**src/rtl/instr_fetch.sv**
```systemverilog
// Fetch stage: issues word reads to the L1 I-cache and feeds instr_reg via an output slot
// backed by a one-entry skid buffer. A redirect drains any L1 access that is still in flight.
module instr_fetch #(
  parameter int               n         = 32,
  parameter logic [n-1:0]     RESET_PC  = '0,
  parameter logic [n-1:0]     INSTR_NOP = 32'h0000_0013
) (
  input  logic         clk,
  input  logic         reset,
  input  logic         L1_busy,
  input  logic [n-1:0] L1_rdata,
  output logic         L1_req,
  output logic [n-1:0] L1_addr,
  input  logic         stall,
  input  logic         redirect,
  input  logic [n-1:0] redirect_pc,
  output logic [n-1:0] instruction_next,
  output logic [n-1:0] pc_next,
  output logic [n-1:0] pc_plus_four_next,
  output logic         fetch_valid
);

  typedef enum logic [1:0] {IDLE, FETCH, DRAIN} state_t;

  state_t       state_q;
  logic [n-1:0] pc_q, addr_q, instr_q, pcn_q, pc4_q, skid_instr_q, skid_pc_q;
  logic         req_q, fv_q, skid_v_q;

  logic         complete, consume;
  logic [n-1:0] tgt, pc_inc, addr_inc;

  assign complete = req_q & ~L1_busy;
  assign consume  = fv_q & ~stall;
  assign tgt      = redirect_pc & ~n'(3);
  assign pc_inc   = pc_q + n'(4);
  assign addr_inc = addr_q + n'(4);

  always_ff @(posedge clk or negedge reset) begin
    if (!reset) begin
      state_q      <= IDLE;
      pc_q         <= RESET_PC;
      req_q        <= 1'b0;
      addr_q       <= RESET_PC;
      fv_q         <= 1'b0;
      instr_q      <= INSTR_NOP;
      pcn_q        <= '0;
      pc4_q        <= '0;
      skid_v_q     <= 1'b0;
      skid_instr_q <= '0;
      skid_pc_q    <= '0;
    end else begin
      case (state_q)
        IDLE: begin
          state_q <= FETCH;
          req_q   <= 1'b1;
          addr_q  <= pc_q;
        end
        FETCH: begin
          if (redirect) begin
            pc_q     <= tgt;
            fv_q     <= 1'b0;
            instr_q  <= INSTR_NOP;
            skid_v_q <= 1'b0;
            // A busy access must finish on the bus before the new PC may be requested.
            if (req_q && L1_busy) state_q <= DRAIN;
            else begin
              req_q  <= 1'b1;
              addr_q <= tgt;
            end
          end else if (complete) begin
            pc_q   <= pc_inc;
            addr_q <= pc_inc;
            if (!fv_q || consume) begin
              fv_q    <= 1'b1;
              instr_q <= L1_rdata;
              pcn_q   <= addr_q;
              pc4_q   <= addr_inc;
              req_q   <= 1'b1;
            end else begin
              // Slot still held: park the word and stop requesting until it drains.
              skid_v_q     <= 1'b1;
              skid_instr_q <= L1_rdata;
              skid_pc_q    <= addr_q;
              req_q        <= 1'b0;
            end
          end else if (consume) begin
            if (skid_v_q) begin
              instr_q  <= skid_instr_q;
              pcn_q    <= skid_pc_q;
              pc4_q    <= skid_pc_q + n'(4);
              skid_v_q <= 1'b0;
              req_q    <= 1'b1;
              addr_q   <= pc_q;
            end else begin
              fv_q    <= 1'b0;
              instr_q <= INSTR_NOP;
            end
          end
        end
        DRAIN: begin
          if (redirect) pc_q <= tgt;
          if (complete) begin
            state_q <= FETCH;
            addr_q  <= redirect ? tgt : pc_q;
          end
        end
        default: state_q <= IDLE;
      endcase
    end
  end

  assign L1_req            = req_q;
  assign L1_addr           = addr_q;
  assign fetch_valid       = fv_q;
  assign instruction_next  = instr_q;
  assign pc_next           = pcn_q;
  assign pc_plus_four_next = pc4_q;

endmodule

```
**config.mk**
```make
export PLATFORM = sky130hd
export DESIGN_NAME = instr_fetch
export DESIGN_NICKNAME = d
export VERILOG_FILES = /design/src/rtl/instr_fetch.sv
export SDC_FILE = /design/constraint.sdc
export NUM_CORES = 1
export LEC_CHECK = 0
export CORE_MARGIN = 1
export CORE_UTILIZATION = 59
export DETAILED_ROUTE_END_ITERATION = 12
export PLACE_DENSITY = 0.87
export SLEW_MARGIN = 0
export SYNTH_ARGS = -nofsm -noshare
export SYNTH_HDL_FRONTEND = slang
export SYNTH_SLANG_ARGS = --single-unit
```
**constraint.sdc**
```tcl
create_clock -name clk -period 5.25 [get_ports clk]
set_input_delay 0.7875 -clock clk [delete_from_list [all_inputs] [get_ports clk]]
set_output_delay 0.7875 -clock clk [all_outputs]
set_load 0.005 [all_outputs]
```
Yosys cells after proc, flatten, opt, wreduce, memory -nomap -nowiden:

Index checks and enable logic that the tools add are counted.
W data, S select, Z words.

* flip-flop bits (word level): 229
* RAM bits: 0
* output and inout port bits: 130
* bits in read-only memories: 0
* bits in latches: 0
* logic and storage cells: 96
* memories kept: 0

* reduce and logical (&&, ||, !) cells: 19
* order comparisons: 0
* multipliers: 0
* divide/modulo/power cells: 0
* equality and inequality tests: 13
* shifts and indexed selects: 0
* bitwise logic cells: 6
* mux-type cells: 44
* add/subtract/negate cells: 3

Operators with widths (count)
* $mux W32: 22
* $add A32 B3 Y32 const B: 3
* $pmux W32 S3: 1
* $pmux W32 S2: 1
* $mux W1: 15
* $reduce_and A4 Y1: 3
* $reduce_and A5 Y1: 2
* $ne A3 B3 Y1 const B: 3
* $reduce_and A3 Y1: 3
* $ne A4 B4 Y1 const B: 2
* $reduce_bool A2 Y1: 4
* $mux W2: 3
* $ne A2 B2 Y1 const B: 3
* $ne A3 B2 Y1 const B: 2
* $pmux W2 S3: 1
* $reduce_bool A3 Y1: 2
* $not A1 Y1: 4
* $and A1 B1 Y1: 2
* $eq A2 B1 Y1 const B: 1
* $eq A2 B2 Y1 const B: 1
* $logic_not A2 Y1: 1
* $ne A2 B1 Y1 const B: 1
* $pmux W1 S2: 1
* $reduce_and A2 Y1: 1
* other kinds (3): 3

Longest topological paths before layout:

* word-level depth: 7
* mapped depth: 14
* depth with buffers taken out: 10

Worst setup path before layout:

OpenSTA, ideal clock, no wires.

* path kind: input -> register
* from: input port L1_busy
* to: register pc4_q[28] (netlist: pc_plus_four_next[28])
* data required time: 5.128 ns
* library setup time: 0.122 ns
* arrival time: 3.111 ns
* setup slack: 2.017 ns
* cell stages on the path: 14
* path through: nand2b_1 -> buf_4 -> buf_2 -> buf_2 -> buf_2 -> nand2_1 -> nand2_1 -> ha_1 -> nand2_1 -> mux2i_2 -> nand4_2 -> nor4_1 -> mux2i_1 -> nand2_1

* longest elaborated chain between the ends: 4
* elaborated cells between the ends (all ways): 7
* those cells by class: 1 x eq/ne; 1 x mux; 2 x bitwise; 3 x reduce/logical

RTL lines
* from (decl): line 10 `input logic L1_busy,`
* $not A1 Y1 *: line 32 `assign complete = req_q & ~L1_busy;`
* $and A1 B1 Y1 *: line 32
* $ne A2 B1 Y1 (no line) or $reduce_bool A2 Y1 (tied branches)
* $reduce_and A5 Y1 (no line)
* to (signal assigned): line 77 `pc4_q <= addr_inc;`
* to (signal assigned): line 90 `pc4_q <= skid_pc_q + n'(4);`
* to (decl): line 26 `logic [n-1:0] pc_q, addr_q, instr_q, pcn_q, pc4_q, skid_instr_q, skid_pc_q;`

Mark *: on every way between the ends. The rest lies on a longest branch, timed or not.
A chain may end at the register's enable or synchronous reset.

Worst setup path after layout:

Same ends and word-level chain as after synthesis.

==> metrics.txt <==
status=complete, no violations; pin count of the biggest net entering global routing=approximately 140; worst r2r src=state_q[0]; Routed Wire Length=35.80 mm; core area=about 0.02 mm^2; cell taking the most area after synthesis=dfrtp_1; Clock Sinks=between 200 and 250; DRC Markers=0; YS warnings=0; maximum VDD drop=between 0.0004 and 0.0005 V; num rows=between 50 and 60; Worst path slowest cell=and2b_2; Area growth syn-to-layout=23.83%; Crit path largest cell delay=just under 600 ps; Leakage=about 6.3 nW; crit-path cells=clkdlybuf4s50_1 > and2b_2 > mux2_2 > ha_1 > nand2_1 > mux2i_2 > nand4_2 > nor4_1 > mux2i_1 > nand2_1; CP Launch Point=L1_busy; Post-synth ARST share=1.000; Reg2Reg Depth=7; antenna fix cells=0; CTS tree=done; final hold violation count=0; DR WL/cell=a little over 20 um; fmax=~0.28 GHz; TNS Setup=0 ps; Max Root-Sink Buffers=3; sequential element share of the synthesized area=0.4635; Pwr Density=643.0 mW/mm^2; cts bufs inserted=24; Critical Path End Type=register; initial DRC count=1,207; WP data arrival=3970 ps; first-pass GRT wire length=between 50 and 60 mm; crit path max fanout=18; Top FF cell, synth=dfrtp_1; H-tree depth=1; RSZ-0062 raised after global routing=no; syn nets=1,376; GR Util All Layers=0.3333; IO Port Bufs=196; synthesized area=about 0.012 mm^2; Layout Nets=around 1.5k; Starting Density=0.6042; Worst Path Required=about 5700 ps; Tmin final=around 3600 ps; clock latency on the worst-skew pair=between 500 and 600 ps; Max-Cap Viols=0; Synth cell types=71; post_cts resized=0; DRT antenna net count=0; Synth area leaders=dfrtp_1, mux2_2, nand2_1, mux2i_1, o21ai_0; syn_area_per_cell=9.427 um^2; Chip Width=146.2 um; Final Skew=between 10 and 15 ps; DR vias=11.13k; vias in the first global route=10.69k; number of synthesized flops with an enable pin=0; Cells after Synth=1,301; clock slew at reported path FFs=around 60 ps; share of the synthesized area in the top cell type=0.4570; Hold Path Class=in -> async; Worst path most repeated cell=nand2_1; First-pass DRT Iterations=7; Post-CTS Setup Inserts=0; register bit count reported by yosys=about 230; slew margin rel.=0.2547; Fill cells=about 1.4k; Die H=roughly 150 um; Slew @ Worst Pin=1118 ps; count leader, synth=dfrtp_1; critical path class=in -> reg; RePlAce Congestion=slightly below 1; Cell Count, Final, Fillers Out=1,727; number of vias per cell=about 6.4; Final Setup Violations=0; initial antenna violation count=0; Worst setup SP type=input pin; Final Slew Violations=0; post-DP HPWL=between 20 and 25 mm; number of I/O pins=between 150 and 200; CTS root buf=clkbuf_16; GRT Residual Overflow=0; flop-to-flop setup slack=~2100 ps; fin crit share=0.6814; reg2reg end=L1_addr[18]; # hold bufs at CTS=0; share of layout cells above drive strength 1=0.1235; DIE AREA=0.02137 mm^2; Inst Count DP=between 1.5k and 2k; CP top delay family=simple AND/OR/NAND/NOR gates; Synth top cells by count=dfrtp_1, nand2_1, nor2_1, o21ai_0, mux2_2; worst path bufs/invs=1
[layout by cell type, fill, tap and decap left out, drive strengths merged, types with 31 or more instances in the layout]
cell,Yosys,final
a21oi,56,56
a22oi,55,55
clkbuf,59,31
clkdlybuf4s50,0,194
dfrtp,224,224
mux2,74,74
mux2i,58,58
nand2,182,182
nand3,35,35
nor2,111,111
nor3,38,38
o21ai,126,126
[worst max path at each step]
stage	to	slack (ps)	depth (start not counted)
floorplan	pc_plus_four_next[28]	2020	14
global placement	L1_addr[18]	1340	7
detailed placement	L1_addr[18]	1250	7
CTS	pc_plus_four_next[28]	1710	10
global route	pc_plus_four_next[28]	1480	10
finish	pc_plus_four_next[28]	1670	10
[layout make-up]
class	count	area [um^2]	share of cell area
clock buffers	31	678.2	0.04465
clock inverters	13	133.9	0.008815
inverters	16	60.06	0.003955
multi-input cells	950	6113	0.4025
flip-flops and latches	227	5684	0.3743
well taps	270	337.8	0.02224
repair buffers	220	2180	0.1435
[sequential cells by signal (all words and copies together), names as in the netlist]
| register | flops |
|---|---|
| pc_plus_four_next | 30 |
| L1_req | 1 |
| pc_next | 32 |
| instruction_next | 32 |
| skid_v_q | 1 |
| pc_q | 32 |
| L1_addr | 32 |
| skid_pc_q | 32 |
| skid_instr_q | 32 |
| state_q | 2 |
| fetch_valid | 1 |
[logic make-up (layout without fill, tap and decap cells)]
group                    count (synthesis)  count (layout)  synth area share
AND/OR/NAND/NOR                        443             443            0.1730
AO/OA/AOI/OAI                          343             343            0.1786
flip-flops                             227             227            0.4635
multiplexers                           132             132            0.1162
buffers and inverters                  124             280           0.04397
XOR/XNOR                                26              26           0.01857
adder cells (fa/ha/maj)                  6               6          0.006121
[where the power goes]
group          leakage [nW]  internal [mW]  switching [mW]
logic                  3.08           2.11            2.42
clock network         0.399           1.02           0.725
registers              2.82           2.59           0.906
total                  6.29           5.72            4.05
[worst reg2reg max path, stage by stage, from the launching register on]
cell	delay, ps
dfrtp_1	440
inv_1	120
ha_1	800
or3_1	270
o2111a_1	710
nand2_1	320
a221oi_1	300
nor3_1	100
[metrics by stage]
| step | hold WS (ps) | worst slack, ps | power (mW) | instance area (um^2) | utilization |
|---|---|---|---|---|---|
| 3_3_place_gp | 461.0 | 1345 | 7.645 | 14380 | 0.7081 |
| 6_report | 320.7 | 1673 | 9.766 | 15190 | 0.7482 |
| 2_1_floorplan | 453.2 | 2017 | 5.882 | 12260 | - |
| 3_5_place_dp | 464.4 | 1246 | 7.862 | 14380 | 0.7081 |
| 4_1_cts | 454.6 | 1713 | 9.675 | 15190 | 0.7482 |
| 5_1_grt | 501.6 | 1480 | 10.30 | 15190 | 0.7482 |
[routing by layer]
| metal | track usage | part of all wire | wire (um) | up-vias |
|---|---|---|---|---|
| li1 | - | - | - | 4990 |
| met2 | 0.5200 | 0.47 | 16840 | 685 |
| met1 | 0.4727 | 0.41 | 14600 | 5366 |
| met4 | 0.1276 | 0.031 | 1121 | 0 |
| met5 | 0 | 0 | 0 | - |
| met3 | 0.04906 | 0.091 | 3244 | 93 |
No activity file was read; power rests on OpenSTA's default activity.
